File: config.mk
export PLATFORM = sky130hd
export DESIGN_NAME = bcd_counter_scan_flat
export DESIGN_NICKNAME = d
export VERILOG_FILES = /design/src/rtl/seg7_pkg.sv /design/src/rtl/bcd_counter_scan_if.sv /design/src/rtl/seg7_decode.sv /design/src/rtl/bcd_counter_scan.sv /design/src/flat_wrapper.sv
export SDC_FILE = /design/constraint.sdc
export NUM_CORES = 1
export LEC_CHECK = 0
export ABC_AREA = 1
export CAP_MARGIN = 20
export CORE_MARGIN = 3
export CORE_UTILIZATION = 40
export CTS_CLUSTER_SIZE = 25
export DETAILED_ROUTE_END_ITERATION = 7
export GPL_ROUTABILITY_DRIVEN = 0
export HOLD_SLACK_MARGIN = 0.02
export PLACE_DENSITY_LB_ADDON = 0.05
export SLEW_MARGIN = 40
export SYNTH_ARGS = -nofsm -noshare
export SYNTH_HDL_FRONTEND = slang
export SYNTH_SLANG_ARGS = --single-unit
export TNS_END_PERCENT = 100
File: constraint.sdc
create_clock -name CLK -period 2.1 [get_ports CLK]
set_input_delay 0.42 -clock CLK [delete_from_list [all_inputs] [get_ports CLK]]
set_output_delay 0.42 -clock CLK [all_outputs]
set_load 0.005 [all_outputs]
File: src/rtl/seg7_pkg.sv
// Shared 7-segment glyphs (active-high, {g,f,e,d,c,b,a}) and the BCD digit limit.
package seg7_pkg;
    localparam logic [3:0] BCD_MAX   = 4'd9;

    localparam logic [6:0] SEG_0     = 7'b0111111;
    localparam logic [6:0] SEG_1     = 7'b0000110;
    localparam logic [6:0] SEG_2     = 7'b1011011;
    localparam logic [6:0] SEG_3     = 7'b1001111;
    localparam logic [6:0] SEG_4     = 7'b1100110;
    localparam logic [6:0] SEG_5     = 7'b1101101;
    localparam logic [6:0] SEG_6     = 7'b1111101;
    localparam logic [6:0] SEG_7     = 7'b0000111;
    localparam logic [6:0] SEG_8     = 7'b1111111;
    localparam logic [6:0] SEG_9     = 7'b1101111;
    localparam logic [6:0] SEG_BLANK = 7'b0000000;
endpackage

File: src/rtl/bcd_counter_scan_if.sv
// Control inputs and counter/display outputs of the BCD counter-scan block.
interface bcd_counter_scan_if #(
    parameter int DIGITS = 4
);
    logic                  iEn;
    logic                  iUp;
    logic                  iLoad;
    logic [4*DIGITS-1:0]   iD;
    logic [4*DIGITS-1:0]   oQ;
    logic                  oCarry;
    logic [6:0]            oDisplay;
    logic [DIGITS-1:0]     oAnode;

    modport master (
        output iEn, iUp, iLoad, iD,
        input  oQ, oCarry, oDisplay, oAnode
    );

    modport slave (
        input  iEn, iUp, iLoad, iD,
        output oQ, oCarry, oDisplay, oAnode
    );
endinterface

File: src/rtl/seg7_decode.sv
// Combinational BCD to 7-segment decoder; non-BCD codes render blank.
module seg7_decode
    import seg7_pkg::*;
(
    input  logic [3:0] bcd,
    output logic [6:0] seg
);
    // Glyph lookup, active-high segments
    always_comb begin
        seg = SEG_BLANK;
        case (bcd)
            4'd0:    seg = SEG_0;
            4'd1:    seg = SEG_1;
            4'd2:    seg = SEG_2;
            4'd3:    seg = SEG_3;
            4'd4:    seg = SEG_4;
            4'd5:    seg = SEG_5;
            4'd6:    seg = SEG_6;
            4'd7:    seg = SEG_7;
            4'd8:    seg = SEG_8;
            4'd9:    seg = SEG_9;
            default: seg = SEG_BLANK;
        endcase
    end
endmodule

File: src/rtl/bcd_counter_scan.sv
// Multi-digit BCD up/down counter with clamped parallel load, wrap pulse and
// a time-multiplexed 7-segment scan driver.
module bcd_counter_scan
    import seg7_pkg::*;
#(
    parameter int DIGITS         = 4,
    parameter int SCAN_DIV       = 16,
    parameter bit SEG_ACTIVE_LOW = 1'b1
) (
    input  logic                   CLK,
    input  logic                   rst,
    bcd_counter_scan_if.slave      bus
);
    localparam int PRE_W = (SCAN_DIV > 1) ? $clog2(SCAN_DIV) : 1;
    localparam int IDX_W = (DIGITS > 1) ? $clog2(DIGITS) : 1;

    logic [DIGITS-1:0][3:0] q_q, q_d;
    logic [DIGITS-1:0][3:0] cnt_nxt, ld_val;
    logic [DIGITS:0]        chain;
    logic                   carry_q, carry_d;
    logic [PRE_W-1:0]       pre_q, pre_d;
    logic [IDX_W-1:0]       idx_q, idx_d;
    logic [6:0]             disp_q, disp_d;
    logic [DIGITS-1:0]      anode_q, anode_d;
    logic [6:0]             glyph;
    logic [DIGITS-1:0]      anode_hot;

    // chain[k] = every lower digit is at its wrap value, so digit k steps this cycle
    assign chain[0] = 1'b1;

    for (genvar k = 0; k < DIGITS; k++) begin : g_dig
        assign ld_val[k]   = (bus.iD[4*k +: 4] > BCD_MAX) ? BCD_MAX : bus.iD[4*k +: 4];
        assign chain[k+1]  = chain[k] & (bus.iUp ? (q_q[k] == BCD_MAX) : (q_q[k] == 4'd0));
        assign cnt_nxt[k]  = !chain[k] ? q_q[k] :
                             bus.iUp   ? ((q_q[k] == BCD_MAX) ? 4'd0 : q_q[k] + 4'd1) :
                                         ((q_q[k] == 4'd0)    ? BCD_MAX : q_q[k] - 4'd1);
    end

    // Counter next state: load beats count; a wrap out of the top digit pulses carry
    always_comb begin
        q_d     = q_q;
        carry_d = 1'b0;
        if (bus.iLoad) begin
            q_d = ld_val;
        end else if (bus.iEn) begin
            q_d     = cnt_nxt;
            carry_d = chain[DIGITS];
        end
    end

    // Scan prescaler and digit index, free-running
    always_comb begin
        pre_d = pre_q + 1'b1;
        idx_d = idx_q;
        if (pre_q == PRE_W'(SCAN_DIV - 1)) begin
            pre_d = '0;
            idx_d = (idx_q == IDX_W'(DIGITS - 1)) ? '0 : idx_q + 1'b1;
        end
    end

    seg7_decode u_dec (
        .bcd (q_q[idx_q]),
        .seg (glyph)
    );

    // Display outputs sampled from the current index and count, polarity applied here
    always_comb begin
        anode_hot = DIGITS'(1) << idx_q;
        disp_d    = SEG_ACTIVE_LOW ? ~glyph : glyph;
        anode_d   = SEG_ACTIVE_LOW ? ~anode_hot : anode_hot;
    end

    // State registers with synchronous reset
    always_ff @(posedge CLK) begin
        if (rst) begin
            q_q     <= '0;
            carry_q <= 1'b0;
            pre_q   <= '0;
            idx_q   <= '0;
            disp_q  <= SEG_ACTIVE_LOW ? ~SEG_0 : SEG_0;
            anode_q <= SEG_ACTIVE_LOW ? ~DIGITS'(1) : DIGITS'(1);
        end else begin
            q_q     <= q_d;
            carry_q <= carry_d;
            pre_q   <= pre_d;
            idx_q   <= idx_d;
            disp_q  <= disp_d;
            anode_q <= anode_d;
        end
    end

    assign bus.oQ       = q_q;
    assign bus.oCarry   = carry_q;
    assign bus.oDisplay = disp_q;
    assign bus.oAnode   = anode_q;
endmodule

File: src/flat_wrapper.sv
// flat-port wrapper written by rule: the top's interface ports become plain ports
module bcd_counter_scan_flat import seg7_pkg::*;
#(
    parameter int DIGITS         = 4,
    parameter int SCAN_DIV       = 16,
    parameter bit SEG_ACTIVE_LOW = 1'b1
)
  (CLK, rst, bus_iEn, bus_iUp, bus_iLoad, bus_iD, bus_oQ, bus_oCarry, bus_oDisplay, bus_oAnode);
  bcd_counter_scan_if #(.DIGITS(DIGITS)) bus_i ();
  input  logic CLK;
  input  logic rst;
  input wire logic [$bits(bus_i.iEn)-1:0] bus_iEn;
  input wire logic [$bits(bus_i.iUp)-1:0] bus_iUp;
  input wire logic [$bits(bus_i.iLoad)-1:0] bus_iLoad;
  input wire logic [$bits(bus_i.iD)-1:0] bus_iD;
  output wire logic [$bits(bus_i.oQ)-1:0] bus_oQ;
  output wire logic [$bits(bus_i.oCarry)-1:0] bus_oCarry;
  output wire logic [$bits(bus_i.oDisplay)-1:0] bus_oDisplay;
  output wire logic [$bits(bus_i.oAnode)-1:0] bus_oAnode;
  assign bus_i.iEn = bus_iEn;
  assign bus_i.iUp = bus_iUp;
  assign bus_i.iLoad = bus_iLoad;
  assign bus_i.iD = bus_iD;
  assign bus_oQ = bus_i.oQ;
  assign bus_oCarry = bus_i.oCarry;
  assign bus_oDisplay = bus_i.oDisplay;
  assign bus_oAnode = bus_i.oAnode;
  bcd_counter_scan #(.DIGITS(DIGITS), .SCAN_DIV(SCAN_DIV), .SEG_ACTIVE_LOW(SEG_ACTIVE_LOW)) u_core (.CLK(CLK), .rst(rst), .bus(bus_i));
endmodule
==> metrics.yaml, run 1 <==
timing:
  relSlewSlack_pct: 73.1
  worst_pin_slew_ps: 400
  hold_slack_ps: 449
  fin_crit_sh_pct: 87.2
  rsz0062_at_grt: "false"
  skew_ps: 7.68
  max_freq_ghz: 0.546
  hold_violations: 0
  setup_viol: 0
  period_minus_slack_ps: 1830
  setup-tns-final_ps: 0
  fin_ws_ps: 268
  slew_violations: 0
global_route:
  overflow: 0
  track_usage_pct: 18.1
  grt_max_degree: 21
  grt_pass1_wl_um: 10500
  grt_pass1_vias: 2323
  grt_antenna_before_repair: 0
clocking:
  cts_made_buffers: 5
  clk_pin_slew_worst_paths_ps: 70
  htreeDepth: 2
  clkSinkCount: 34
  cts_setup_buffers: 0
  cts_hold_buffers: 0
  cts_tree: "done"
  cts_buffer_depth: 2
  cts_resized: 0
  root_buffer: "clkbuf_8"
  clk_latency_ps: 290
synthesis:
  synth_fp_nets: 396
  ys_seq_area_share_pct: 28.8
  synth-compound-area-share_pct: 16.1
  syn-cell-area_sq_um: 2360
  async_flop_share_pct: 0
  syn_avg_cell_area_sq_um: 6.48
  synth-xor-area-share_pct: 1.85
  ys_warn_count: 0
  ys.flop_type: "dfxtp_1"
  synthCells: 365
  ys_seq_elements: 34
  synth.distinct_cells: 33
  synth_edf_count: 0
  yosys-mux-area-fraction_pct: 0
  synth_fa_ha_area_share_pct: 5.29
  synth-simple-area-share_pct: 39.3
  synth_top_family_by_area: "simple AND/OR/NAND/NOR gates"
place:
  dpl.hpwl_um: 4590
  dp_slack_ps: 179
  postPlaceCellArea_sq_um: 2970
  portBuffers: 48
setup_path:
  worstPathCellList: "clkdlybuf4s50_1"
  r2r_slack_ps: 290
  cp_slowest_cell: "clkdlybuf4s50_1"
  cp-start-kind: "register"
  cp_max_fo: 9
  reg2reg_from: "u_core.idx_q[0]"
  cp-end-kind: "output pin"
  critPathTopFamily: "buffers and inverters"
  path_buf_inv: 1
  crit_required_ps: 1680
  critPathMaxStageDelay_ps: 580
  crit_start: "u_core.bus.oQ[6]"
  crit_type: "reg -> out"
  crit_arrival_ps: 1410
pwr:
  power_leakage_nw: 1.38
  power_density_nw_per_um2: 561
  irDropWorstVdd_v: 0.000261
layout:
  fillers: 603
  final_common_cell: "nand2_1"
  diodes: 0
  layout_common_cells: "92 x nand2_1, 48 x clkdlybuf4s50_1, 40 x nor2_1"
  area_growth_pct: 28.8
  finalInstanceArea_sq_um: 3050
  drive_above_1_share_pct: 12.8
  final_util_pct: 54.3
  final_nets: 452
routing:
  via_per_inst: 5.12
  firstDrtPassIters: 5
  drtIter0Drc: 118
  wl_met2_um: 2740
  num_vias: 2525
  wl_met1_um: 2940
  ant_nets: 0
  wl_per_cell_um: 12.4
  routed_wl_um: 6110
  routed.top_layer: "met4"
  drc: 0
  wl_met3_um: 342
floorplan:
  die_area_sq_um: 6870
  dieWidth_um: 82.9
  io_pins: 49
  rows: 27
  core_area_sq_um: 5610
  die_h_um: 82.9
  start_util_pct: 42.2
hold_path:
  hp-class: "reg -> reg"
  hold_start: "u_core.pre_q[0]"
status:
  status: "complete, no violations"
run:
  drv_cap: 0
final cells by class:
class                           instances  area [sq um]  share of cell area, %
Multi-Input combinational cell        281          1480                   48.6
Timing Repair Buffer                   60           571                   18.7
Clock buffer                            5          68.8                   2.26
Clock inverter                          2          10.0                  0.329
Sequential cell                        34           681                   22.4
Inverter                               39           146                   4.81
Tap cell                               72          90.1                   2.96
power breakdown:
group	total, mW	switching [mW]	internal, mW
registers	0.744	0.0579	0.687
logic	0.495	0.266	0.229
clock network	0.469	0.246	0.223
routing by layer:
layer  GRT usage, %  vias up
met5              0        -
met4           5.50        0
met3           4.27       11
met2           29.7       69
met1           23.5     1146
li1               -     1299
state kept, by name, indices dropped and copies added, names as in the netlist:
register             count
u_core.bus.oAnode        4
u_core.bus.oCarry        1
u_core.bus.oDisplay      7
u_core.bus.oQ           16
u_core.idx_q             2
u_core.pre_q             4
path summary, 6_finish.rpt:
kind                                          endpoint  cells past startpoint
worst min-delay path                   u_core.pre_q[0]                      1
worst max register to register  u_core.bus.oDisplay[3]                     10
worst max-delay path                         bus_oQ[6]                      1
worst min register to register         u_core.pre_q[0]                      1
cell families after synthesis:
group,after synthesis
AND/OR/NAND/NOR,195
AO/OA/AOI/OAI,71
buffers and inverters,50
flip-flops,34
adder cells (fa/ha/maj),10
XOR/XNOR,5
Yosys cell counts (2+ instances only):
| cell type | count | share of area, % |
|---|---|---|
| a21oi_1 | 26 | 5.5 |
| a22oi_1 | 2 | 0.63 |
| a31oi_1 | 6 | 1.6 |
| buf_2 | 5 | 1.1 |
| buf_4 | 3 | 0.95 |
| clkbuf_1 | 2 | 0.32 |
| dfxtp_1 | 34 | 29 |
| ha_1 | 10 | 5.3 |
| inv_1 | 32 | 5.1 |
| inv_2 | 7 | 1.1 |
| nand2_1 | 92 | 15 |
| nand2_2 | 5 | 1.3 |
| nand2_4 | 5 | 2.4 |
| nand3_1 | 30 | 6.3 |
| nand3_2 | 4 | 1.7 |
| nor2_1 | 40 | 6.3 |
| nor2_2 | 10 | 2.6 |
| nor2_4 | 2 | 0.95 |
| nor3_1 | 2 | 0.42 |
| o211ai_1 | 2 | 0.63 |
| o21ai_0 | 25 | 5.3 |
| o21ai_1 | 7 | 1.5 |
| xor2_1 | 4 | 1.5 |
stage by stage:
stage                     power (mW)  std cells
after CTS                       1.73        493
after global routing            1.82        493
final                           1.71        493
after floorplan                 1.05        365
after global placement          1.25        486
after detailed placement        1.25        486
(Power assumes the default switching activity.)
==> run 2, diff against run 1 <==
Settings changed: ABC_AREA 1 to default.
Clock period 2.1 ns to 2.3 ns, I/O delays scaled along.
==> metrics.yaml, run 2 <==
timing:
  fin_crit_sh_pct: 91.4
  setup_viol: 0  # unchanged
  relSlewSlack_pct: 62.9  # -10 points
  skew_ps: 7.23  # -0.453 ps
  rsz0062_at_grt: "false"
  hold_violations: 0  # unchanged
  max_freq_ghz: 0.475
  slew_violations: 0  # unchanged
  worst_pin_slew_ps: 556  # +156 ps
  period_minus_slack_ps: 2100
routing:
  drc: 0  # unchanged
  via_per_inst: 5.50  # +7.4%
  wl_per_cell_um: 14.4  # +16%
  firstDrtPassIters: 4  # -1
  num_vias: 2288  # -9.4%
  routed_wl_um: 5980  # -2.1%
  ant_nets: 0  # unchanged
  drtIter0Drc: 92  # -22%
clocking:
  root_buffer: "clkbuf_8"
  clk_pin_slew_worst_paths_ps: 70  # about the same
  clk_latency_ps: 290  # about the same
  cts_made_buffers: 5  # unchanged
  clkSinkCount: 34  # unchanged
  htreeDepth: 2  # unchanged
  cts_resized: 0  # unchanged
  cts_tree: "done"
  cts_hold_buffers: 0  # unchanged
  cts_setup_buffers: 0  # unchanged
  cts_buffer_depth: 2  # unchanged
global_route:
  grt_antenna_before_repair: 0  # unchanged
  grt_pass1_vias: 2026  # -13%
  overflow: 0  # unchanged
  grt_pass1_wl_um: 9710  # -7.3%
  track_usage_pct: 18.5  # +0.45 points
  grt_max_degree: 36  # +71%
layout:
  layout_common_cells: "48 x clkdlybuf4s50_1, 34 x dfxtp_1, 24 x a21oi_1, 24 x nor2_1, 23 x buf_4"
  largest_reg_flops: 16  # unchanged
  stdcell_count: 416  # -16%
  finalInstanceArea_sq_um: 3100  # +1.8%
  final_nets: 375  # -17%
  diodes: 0  # unchanged
  fillers: 531  # -12%
  final_common_cell: "clkdlybuf4s50_1"
  area_growth_pct: 32.6
  final_util_pct: 55.6  # +1.3 points
  drive_above_1_share_pct: 12.8  # -0.036 points
setup_path:
  crit_arrival_ps: 2340  # +930 ps
  r2r_slack_ps: 370  # +80 ps
  cp.depth: 5  # +4
  critPathMaxStageDelay_ps: 470  # -110 ps
  rr_worst_depth: 5  # -5
  crit_required_ps: 2540  # +860 ps
  worstPathCellList: "clkdlybuf4s50_1 > or3b_1 > or4_1 > a2111oi_0 > and4_1"
  cp-start-kind: "input pin"
  cp_slowest_cell: "clkdlybuf4s50_1"
  cp_max_fo: 3  # -6
  crit_type: "in -> reg"
  path_buf_inv: 1  # unchanged
  cp-end-kind: "register"
  critPathTopFamily: "simple AND/OR/NAND/NOR gates"
synthesis:
  synth_top_cell_by_area: "dfxtp_1"
  syn-cell-area_sq_um: 2340  # -1.1%
  async_flop_share_pct: 0  # unchanged
  ys.flop_type: "dfxtp_1"
  synthCells: 293  # -20%
  ys_seq_elements: 34  # unchanged
  syn_avg_cell_area_sq_um: 7.98  # +23%
  synth_edf_count: 0  # unchanged
  yosys.area.top_type_share_pct: 29.1  # +0.32 points
  synthTopCellsByCount: "34 x dfxtp_1, 24 x a21oi_1, 24 x nor2_1"
  ys_seq_area_share_pct: 29.1  # +0.32 points
  synth.distinct_cells: 61  # +85%
  yosys-top-cells-area: "dfxtp_1 29%, ha_1 5.4%, a21oi_1 5.1%"
  synth_fp_nets: 324  # -18%
  ys_warn_count: 0  # unchanged
  yosysMostFrequentCell: "dfxtp_1"
status:
  status: "complete, no violations"
place:
  portBuffers: 48  # unchanged
  dp.cells: 409  # -16%
  postPlaceCellArea_sq_um: 2990  # +0.76%
  dpl.hpwl_um: 4290  # -6.6%
floorplan:
  core_area_sq_um: 5570  # -0.60%
  io_pins: 49  # unchanged
  start_util_pct: 42.0  # -0.22 points
  rows: 27  # unchanged
  die_area_sq_um: 6800  # -1.0%
  die_h_um: 82.5  # -0.52%
  dieWidth_um: 82.5  # -0.52%
run:
  drv_cap: 0  # unchanged
pwr:
  power_density_nw_per_um2: 527  # -6.0%
  power_leakage_nw: 1.14  # -17%
  irDropWorstVdd_v: 0.000258  # -1.2%
hold_path:
  holdPathStages: 1  # unchanged
  hp-class: "reg -> reg"
-- run 2: path summary, 6_finish.rpt --
kind,start,to
setup / recovery,bus_iEn,u_core.bus.oCarry
hold / removal,u_core.pre_q[0],u_core.pre_q[0]
setup reg to reg,u_core.bus.oQ[5],u_core.bus.oDisplay[4]
hold reg to reg,u_core.pre_q[0],u_core.pre_q[0]
-- run 2: per-stage QoR --
step	setup WS, ps	total power [mW]	TNS (ps)	hold WS [ps]
global placement	-64.9	1.08	-329	472
global route	58.1	1.72	0	536
finish	197	1.64	0	488
detailed placement	-106	1.09	-473	479
floorplan	330	0.906	0	449
CTS	208	1.65	0	489
-- run 2: area by class of cell --
class	count	area (sq um)	share of cell area, %
clock buffers	6	82.6	2.66
clock inverters	1	30.0	0.968
inverters	15	56.3	1.82
multi-input cells	216	1490	48.0
flip-flops and latches	34	681	21.9
well taps	72	90.1	2.90
repair buffers	72	673	21.7
-- run 2: worst register-to-register path, delay by kind of cell (launching register included) --
family,cells,cell delay [ps]
flops,1,600
fa+ha+maj,1,200
buf+inv,1,110
compound gates,1,230
mux,2,710
-- run 2: logic make-up (layout without fill, tap and decap cells) --
| group | after synthesis | in the layout | share of synthesized area (%) |
|---|---|---|---|
| AO/OA/AOI/OAI | 84 | 84 | 23.4 |
| XOR/XNOR | 10 | 10 | 3.75 |
| adder cells (fa/ha/maj) | 10 | 10 | 5.35 |
| buffers and inverters | 43 | 94 | 7.22 |
| flip-flops | 34 | 34 | 29.1 |
| multiplexers | 13 | 13 | 7.22 |
| AND/OR/NAND/NOR | 99 | 99 | 23.9 |
-- run 2: power by group --
part | internal, mW | total (mW) | switching (mW)
Combinational | 0.217 | 0.400 | 0.183
Sequential | 0.624 | 0.673 | 0.0490
Clock | 0.346 | 0.563 | 0.217
Total | 1.19 | 1.64 | 0.448
-- run 2: routing by layer --
metal	vias up	share of wire, %	GRT usage [%]
li1	1167	-	-
met1	1056	48	25.5
met2	59	46	29.4
met3	6	5.7	3.90
met4	0	1.0	4.49
met5	-	0	0
==> run 3, diff against run 2 <==
Settings changed: SETUP_SLACK_MARGIN from default to 0.05.
==> results of run 3 <==
No change in the layout: final DEF, timing and power equal those of run 2.
